--- src/rtl/alu_op_scheduler.sv ---
// alu_op_scheduler: round-robin sequencing controller for a shared
// 4-operand / 2-result combinational ALU datapath. Accepts one request at a
// time, holds the operands for a per-opcode settle time, captures both results
// and returns them on a valid/ready response channel tagged with the requester.
// Optional: define ALU_OP_SCHEDULER_STATS_EN to add per-requester saturating
// completion counters (o_done_cnt0 / o_done_cnt1).
module alu_op_scheduler #(
  parameter int          WIDTH       = 16,
  parameter int          SETTLE_FAST = 1,
  parameter int          SETTLE_SLOW = 3,
  parameter logic [15:0] SLOW_MASK   = 16'hFF0C
) (
  input  logic             i_clk,
  input  logic             i_rst,
  input  logic [1:0]       i_req_valid,
  output logic [1:0]       o_req_ready,
  input  logic [WIDTH-1:0] i_req0_d0,
  input  logic [WIDTH-1:0] i_req0_d1,
  input  logic [WIDTH-1:0] i_req0_d2,
  input  logic [WIDTH-1:0] i_req0_d3,
  input  logic [3:0]       i_req0_sel,
  input  logic [WIDTH-1:0] i_req1_d0,
  input  logic [WIDTH-1:0] i_req1_d1,
  input  logic [WIDTH-1:0] i_req1_d2,
  input  logic [WIDTH-1:0] i_req1_d3,
  input  logic [3:0]       i_req1_sel,
  output logic [WIDTH-1:0] o_alu_d0,
  output logic [WIDTH-1:0] o_alu_d1,
  output logic [WIDTH-1:0] o_alu_d2,
  output logic [WIDTH-1:0] o_alu_d3,
  output logic [3:0]       o_alu_sel,
  input  logic [WIDTH-1:0] i_alu_o0,
  input  logic [WIDTH-1:0] i_alu_o1,
  output logic             o_rsp_valid,
  input  logic             i_rsp_ready,
  output logic             o_rsp_id,
  output logic [WIDTH-1:0] o_rsp_r0,
  output logic [WIDTH-1:0] o_rsp_r1,
  output logic             o_busy
`ifdef ALU_OP_SCHEDULER_STATS_EN
  ,
  output logic [15:0]      o_done_cnt0,
  output logic [15:0]      o_done_cnt1
`endif
);

  // A settle time of zero would never complete, so it is clamped to one.
  localparam int SF      = (SETTLE_FAST < 1) ? 1 : SETTLE_FAST;
  localparam int SS      = (SETTLE_SLOW < 1) ? 1 : SETTLE_SLOW;
  localparam int CNT_MAX = (SF > SS) ? SF : SS;
  localparam int CW      = $clog2(CNT_MAX + 1);
  localparam logic [CW-1:0] N_FAST = CW'(SF);
  localparam logic [CW-1:0] N_SLOW = CW'(SS);

  typedef enum logic [1:0] {IDLE, SETTLE, RESP} state_e;

  state_e           state_q, state_d;
  logic             rr_last_q, rr_last_d;
  logic [CW-1:0]    cnt_q, cnt_d;
  logic [WIDTH-1:0] alu_d0_q, alu_d0_d, alu_d1_q, alu_d1_d;
  logic [WIDTH-1:0] alu_d2_q, alu_d2_d, alu_d3_q, alu_d3_d;
  logic [3:0]       alu_sel_q, alu_sel_d;
  logic             rsp_valid_q, rsp_valid_d;
  logic             rsp_id_q, rsp_id_d;
  logic [WIDTH-1:0] rsp_r0_q, rsp_r0_d, rsp_r1_q, rsp_r1_d;
  logic             gnt_id;
  logic [1:0]       req_ready;
  logic [3:0]       gnt_sel;

  // Next-state, arbitration and datapath-register loading.
  always_comb begin
    // NOTE: every signal written here gets a default first so no latch is inferred.
    state_d     = state_q;
    rr_last_d   = rr_last_q;
    cnt_d       = cnt_q;
    alu_d0_d    = alu_d0_q;
    alu_d1_d    = alu_d1_q;
    alu_d2_d    = alu_d2_q;
    alu_d3_d    = alu_d3_q;
    alu_sel_d   = alu_sel_q;
    rsp_valid_d = rsp_valid_q;
    rsp_id_d    = rsp_id_q;
    rsp_r0_d    = rsp_r0_q;
    rsp_r1_d    = rsp_r1_q;
    req_ready   = 2'b00;
    // Both valid: the requester that did not win last time goes first.
    gnt_id      = (i_req_valid == 2'b11) ? ~rr_last_q : i_req_valid[1];
    gnt_sel     = gnt_id ? i_req1_sel : i_req0_sel;

    case (state_q)
      IDLE: begin
        if (|i_req_valid) begin
          req_ready[gnt_id] = 1'b1;
          rr_last_d = gnt_id;
          alu_sel_d = gnt_sel;
          alu_d0_d  = gnt_id ? i_req1_d0 : i_req0_d0;
          alu_d1_d  = gnt_id ? i_req1_d1 : i_req0_d1;
          alu_d2_d  = gnt_id ? i_req1_d2 : i_req0_d2;
          alu_d3_d  = gnt_id ? i_req1_d3 : i_req0_d3;
          cnt_d     = SLOW_MASK[gnt_sel] ? N_SLOW : N_FAST;
          state_d   = SETTLE;
        end
      end
      SETTLE: begin
        cnt_d = cnt_q - CW'(1);
        if (cnt_q == CW'(1)) begin
          // rr_last_q still names the requester of the op in flight.
          rsp_r0_d    = i_alu_o0;
          rsp_r1_d    = i_alu_o1;
          rsp_id_d    = rr_last_q;
          rsp_valid_d = 1'b1;
          state_d     = RESP;
        end
      end
      RESP: begin
        if (i_rsp_ready) begin
          rsp_valid_d = 1'b0;
          state_d     = IDLE;
        end
      end
      default: state_d = IDLE;
    endcase
  end

  // State and datapath registers; reset drops any in-flight op.
  always_ff @(posedge i_clk or posedge i_rst) begin
    if (i_rst) begin
      state_q     <= IDLE;
      rr_last_q   <= 1'b1;
      cnt_q       <= '0;
      alu_d0_q    <= '0;
      alu_d1_q    <= '0;
      alu_d2_q    <= '0;
      alu_d3_q    <= '0;
      alu_sel_q   <= '0;
      rsp_valid_q <= 1'b0;
      rsp_id_q    <= 1'b0;
      rsp_r0_q    <= '0;
      rsp_r1_q    <= '0;
    end else begin
      // NOTE: non-blocking assignments so every flop samples pre-edge values.
      state_q     <= state_d;
      rr_last_q   <= rr_last_d;
      cnt_q       <= cnt_d;
      alu_d0_q    <= alu_d0_d;
      alu_d1_q    <= alu_d1_d;
      alu_d2_q    <= alu_d2_d;
      alu_d3_q    <= alu_d3_d;
      alu_sel_q   <= alu_sel_d;
      rsp_valid_q <= rsp_valid_d;
      rsp_id_q    <= rsp_id_d;
      rsp_r0_q    <= rsp_r0_d;
      rsp_r1_q    <= rsp_r1_d;
    end
  end

`ifdef ALU_OP_SCHEDULER_STATS_EN
  logic [15:0] done_cnt0_q, done_cnt0_d, done_cnt1_q, done_cnt1_d;
  logic        rsp_fire;

  // Saturating per-requester completion counters, stepped on the response handshake.
  always_comb begin
    rsp_fire    = (state_q == RESP) && i_rsp_ready;
    done_cnt0_d = done_cnt0_q;
    done_cnt1_d = done_cnt1_q;
    if (rsp_fire && !rsp_id_q && (done_cnt0_q != 16'hFFFF)) done_cnt0_d = done_cnt0_q + 16'd1;
    if (rsp_fire &&  rsp_id_q && (done_cnt1_q != 16'hFFFF)) done_cnt1_d = done_cnt1_q + 16'd1;
  end

  // Counter registers.
  always_ff @(posedge i_clk or posedge i_rst) begin
    if (i_rst) begin
      done_cnt0_q <= '0;
      done_cnt1_q <= '0;
    end else begin
      done_cnt0_q <= done_cnt0_d;
      done_cnt1_q <= done_cnt1_d;
    end
  end

  assign o_done_cnt0 = done_cnt0_q;
  assign o_done_cnt1 = done_cnt1_q;
`endif

  assign o_req_ready = req_ready;
  assign o_alu_d0    = alu_d0_q;
  assign o_alu_d1    = alu_d1_q;
  assign o_alu_d2    = alu_d2_q;
  assign o_alu_d3    = alu_d3_q;
  assign o_alu_sel   = alu_sel_q;
  assign o_rsp_valid = rsp_valid_q;
  assign o_rsp_id    = rsp_id_q;
  assign o_rsp_r0    = rsp_r0_q;
  assign o_rsp_r1    = rsp_r1_q;
  assign o_busy      = (state_q != IDLE);

endmodule

--- config.mk ---
export PLATFORM = sky130hd
export DESIGN_NAME = alu_op_scheduler
export DESIGN_NICKNAME = d
export VERILOG_FILES = /design/src/rtl/alu_op_scheduler.sv
export SDC_FILE = /design/constraint.sdc
export NUM_CORES = 1
export LEC_CHECK = 0
export BUFFER_PORTS_ARGS = -buffer_cell sky130_fd_sc_hd__buf_2
export CAP_MARGIN = 40
export CORE_MARGIN = 2
export CORE_UTILIZATION = 40
export CTS_CLUSTER_SIZE = 20
export DETAILED_ROUTE_END_ITERATION = 6
export PLACE_DENSITY = 0.77
export SYNTH_ARGS = -nofsm -noshare
export SYNTH_HDL_FRONTEND = slang
export SYNTH_SLANG_ARGS = --single-unit
--- constraint.sdc ---
create_clock -name i_clk -period 3.2 [get_ports i_clk]
set_clock_uncertainty 0.1 [all_clocks]
set_input_delay 0.32 -clock i_clk [delete_from_list [all_inputs] [get_ports i_clk]]
set_output_delay 0.32 -clock i_clk [all_outputs]
set_load 0.005 [all_outputs]
==> impl_metrics.csv <==
group,metric,value,unit
cells_and_area,synthToLayoutAreaGrowth,37.9,%
cts,tritoncts,"yes",
global_route,antenna_found_initial,0,
sta,tns,0,ps
outcome,status,"finished, violations left",
worst_setup_path,path_max_fanout,34,
sta,hold_slack,-12.6,ps
pwr,powerDensity,945,nW/um^2
sta,worst_pin_slew,847,ps
cells_and_area,diodes,0,
pwr,p_leak,3.48,nW
yosys,syn_area_per_cell,11.7,sq um
cts,post_cts_resize_count,0,
place,preCtsSetupSlack,1010,ps
global_route,met1_usage,24.7,%
yosys,synth-edff-count,0,
cells_and_area,fin_util,56.8,%
routing,drt-pass1-iter-count,7,
sta,slew_violations,0,
yosys,synth.distinct_cells,25,
floorplanning,floorplan.initialDensity,41.2,%
place,numPortBuffers,277,
yosys,synth_cells,405,
sta,fin_crit,2310,ps
cts,path_clk_slew,70,ps
cells_and_area,finalNonFillerCells,815,
routing,vias,4192,
yosys,synth_area_leaders,"dfrtp_1 56%, a221o_1 14%, mux2_2 9.5%",
sta,period_share,72.1,%
cts,cts.path.max_buffers,2,
sta,layout_setup_ws,892,ps
yosys,synth-warning-count,0,
cells_and_area,drive_gt1_share,51.3,%
yosys,yosysTopAreaCell,"dfrtp_1",
routing,viasPerCell,5.14,
global_route,grt_start_max_net_pins,68,
yosys,async_flop_share,100,%
sta,relSlewSlack,43.4,%
outcome,violations,"design-rule violations, negative hold slack",
global_route,grt_pass1_vias,4190,
floorplanning,die_y,113,um
yosys,syn-cell-area,4740,sq um
global_route,grt_pass1_wl,20900,um
place,placed_cells,799,
run,cap_violations,0,
place,place.gp.congestion,0.791,
cts,clock_sinks,107,
floorplanning,die_area,12700,sq um
cts,cts_root_buf,"clkbuf_16",
yosys,synth_ff_type,"dfrtp_1",
routing,routed_wl,13200,um
place,dp_hpwl,9870,um
yosys,synth_commonest_cells,"106 x dfrtp_1, 68 x inv_1, 67 x nor3_1",
worst_setup_path,crit_type,"flip-flop to output port",
floorplanning,row_count,39,
yosys,yosysSeqAreaShare,56.5,%
worst_setup_path,arrival,1890,ps
yosys,yosysMostFrequentCell,"dfrtp_1",
sta,finalSetupViolCount,0,
yosys,synth_top_area_share,55.9,%
floorplanning,die_w,113,um
cts,numCtsBuffers,9,
cells_and_area,n_fill_cell,1010,
routing,antenna_left,0,
yosys,ys_ff_latch,107,
routing,dr.first_iter.drc_count,238,
sta,hold_violations,11,
cts,cts_setup_buffers,0,
floorplanning,coreArea,11500,sq um
global_route,gr-usage-all-layers,20.5,%
cts,htree_levels,3,
global_route,busiest_layer,"met2",
global_route,met3_usage,3.96,%
routing,wl_per_cell,16.2,um
sta,max_freq,433,MHz
cts,ctsHoldBuffers,0,
worst_setup_path,required,2780,ps
pwr,vdd_drop_max,343,uV
floorplanning,ios,278,
global_route,use_met2,35.6,%
pwr,report.power.total,6.18,mW
sta,rsz0062_at_grt,"no",
routing,drc,19,
worst_hold_path,hp-class,"input port to async pin",
cts,worstSkewPairLatency,330,ps
cells_and_area,fin_nets,841,
yosys,synth_nets,579,
worst_setup_path,worstSetupEndpointType,"output port",
worst_setup_path,start_kind,"flip-flop",
global_route,grt.overflow.total,0,
metrics by stage:
stage | hold slack (ps) | instance area (sq um)
after floorplan | 306 | 4750
after global placement | 358 | 6190
after detailed placement | 371 | 6190
after CTS | 2.27 | 6540
after global routing | 37.3 | 6540
final | -12.6 | 6540
worst max-delay path, stage by stage (launching register included):
cell and delay, ps:
dfrtp_1 430, or2_2 360, nor3b_4 210, buf_4 360, buf_2 180
where the power goes:
| part | internal [mW] | switching (mW) | leakage (nW) | total [mW] |
|---|---|---|---|---|
| logic | 1.33 | 1.17 | 2.03 | 2.50 |
| clock network | 0.787 | 0.470 | 0.163 | 1.26 |
| registers | 2.04 | 0.381 | 1.29 | 2.42 |
| total | 4.16 | 2.02 | 3.48 | 6.18 |
registers in the layout, summed over array words and instances (netlist names):
name	count
cnt_q	2
o_alu_d0	16
o_alu_d1	16
o_alu_d2	16
o_alu_d3	16
o_alu_sel	4
o_rsp_id	1
o_rsp_r0	16
o_rsp_r1	16
o_rsp_valid	1
rr_last_q	1
state_q	2
final cells by class:
class | instances | area, sq um | area share [%]
multi-input cells | 196 | 1610 | 24.6
clock inverters | 4 | 97.6 | 1.49
inverters | 68 | 259 | 3.96
flip-flops and latches | 107 | 2680 | 41.0
clock buffers | 12 | 246 | 3.77
well taps | 143 | 179 | 2.74
repair buffers | 285 | 1470 | 22.5
logic make-up (layout without fill, tap and decap cells):
family / count (synthesis) / after routing / share of synthesized area, %
flops: 107 / 107 / 56.5
buf+inv: 102 / 369 / 10.0
simple gates: 81 / 81 / 8.73
compound gates: 74 / 74 / 15.0
mux: 40 / 40 / 9.50
fa+ha+maj: 1 / 1 / 0.264
routing by layer:
| metal | vias up | share of wire [%] | routed length, um |
|---|---|---|---|
| met5 | - | 0 | 0 |
| met4 | 0 | 3.3 | 429 |
| met3 | 32 | 8.0 | 1060 |
| met2 | 214 | 50 | 6620 |
| met1 | 1972 | 38 | 5070 |
| li1 | 1974 | - | - |
placed cells by master (no fill, tap or decap), types with 3 or more instances in the layout:
| cell | count |
|---|---|
| nor2b_1 | 3 |
| nor2_1 | 3 |
| a221o_1 | 65 |
| nor3_1 | 67 |
| clkbuf_16 | 9 |
| buf_2 | 277 |
| mux2_2 | 40 |
| nand2_1 | 4 |
| dfrtp_1 | 106 |
| bufinv_16 | 3 |
| buf_4 | 6 |
| inv_1 | 67 |
worst paths after layout:
path | endpoint | from | slack [ps] | cells past startpoint
max reg2reg | o_alu_d1[1]$_DFFE_PP0P_ | state_q[0]$_DFFE_PP0P_ | 1000 | 4
min in group i_clk | state_q[1]$_DFFE_PP0P_ | i_rsp_ready | 100 | 2
min reg2reg | o_rsp_r0[6]$_DFFE_PP0P_ | o_rsp_r0[6]$_DFFE_PP0P_ | 400 | 1
min | o_alu_d0[15]$_DFFE_PP0P_ | i_rst | -10 | 2
max in group asynchronous | o_rsp_r1[12]$_DFFE_PP0P_ | i_rst | 2230 | 3
max | o_req_ready[0] | state_q[0]$_DFFE_PP0P_ | 890 | 4
(Power assumes the default switching activity.)
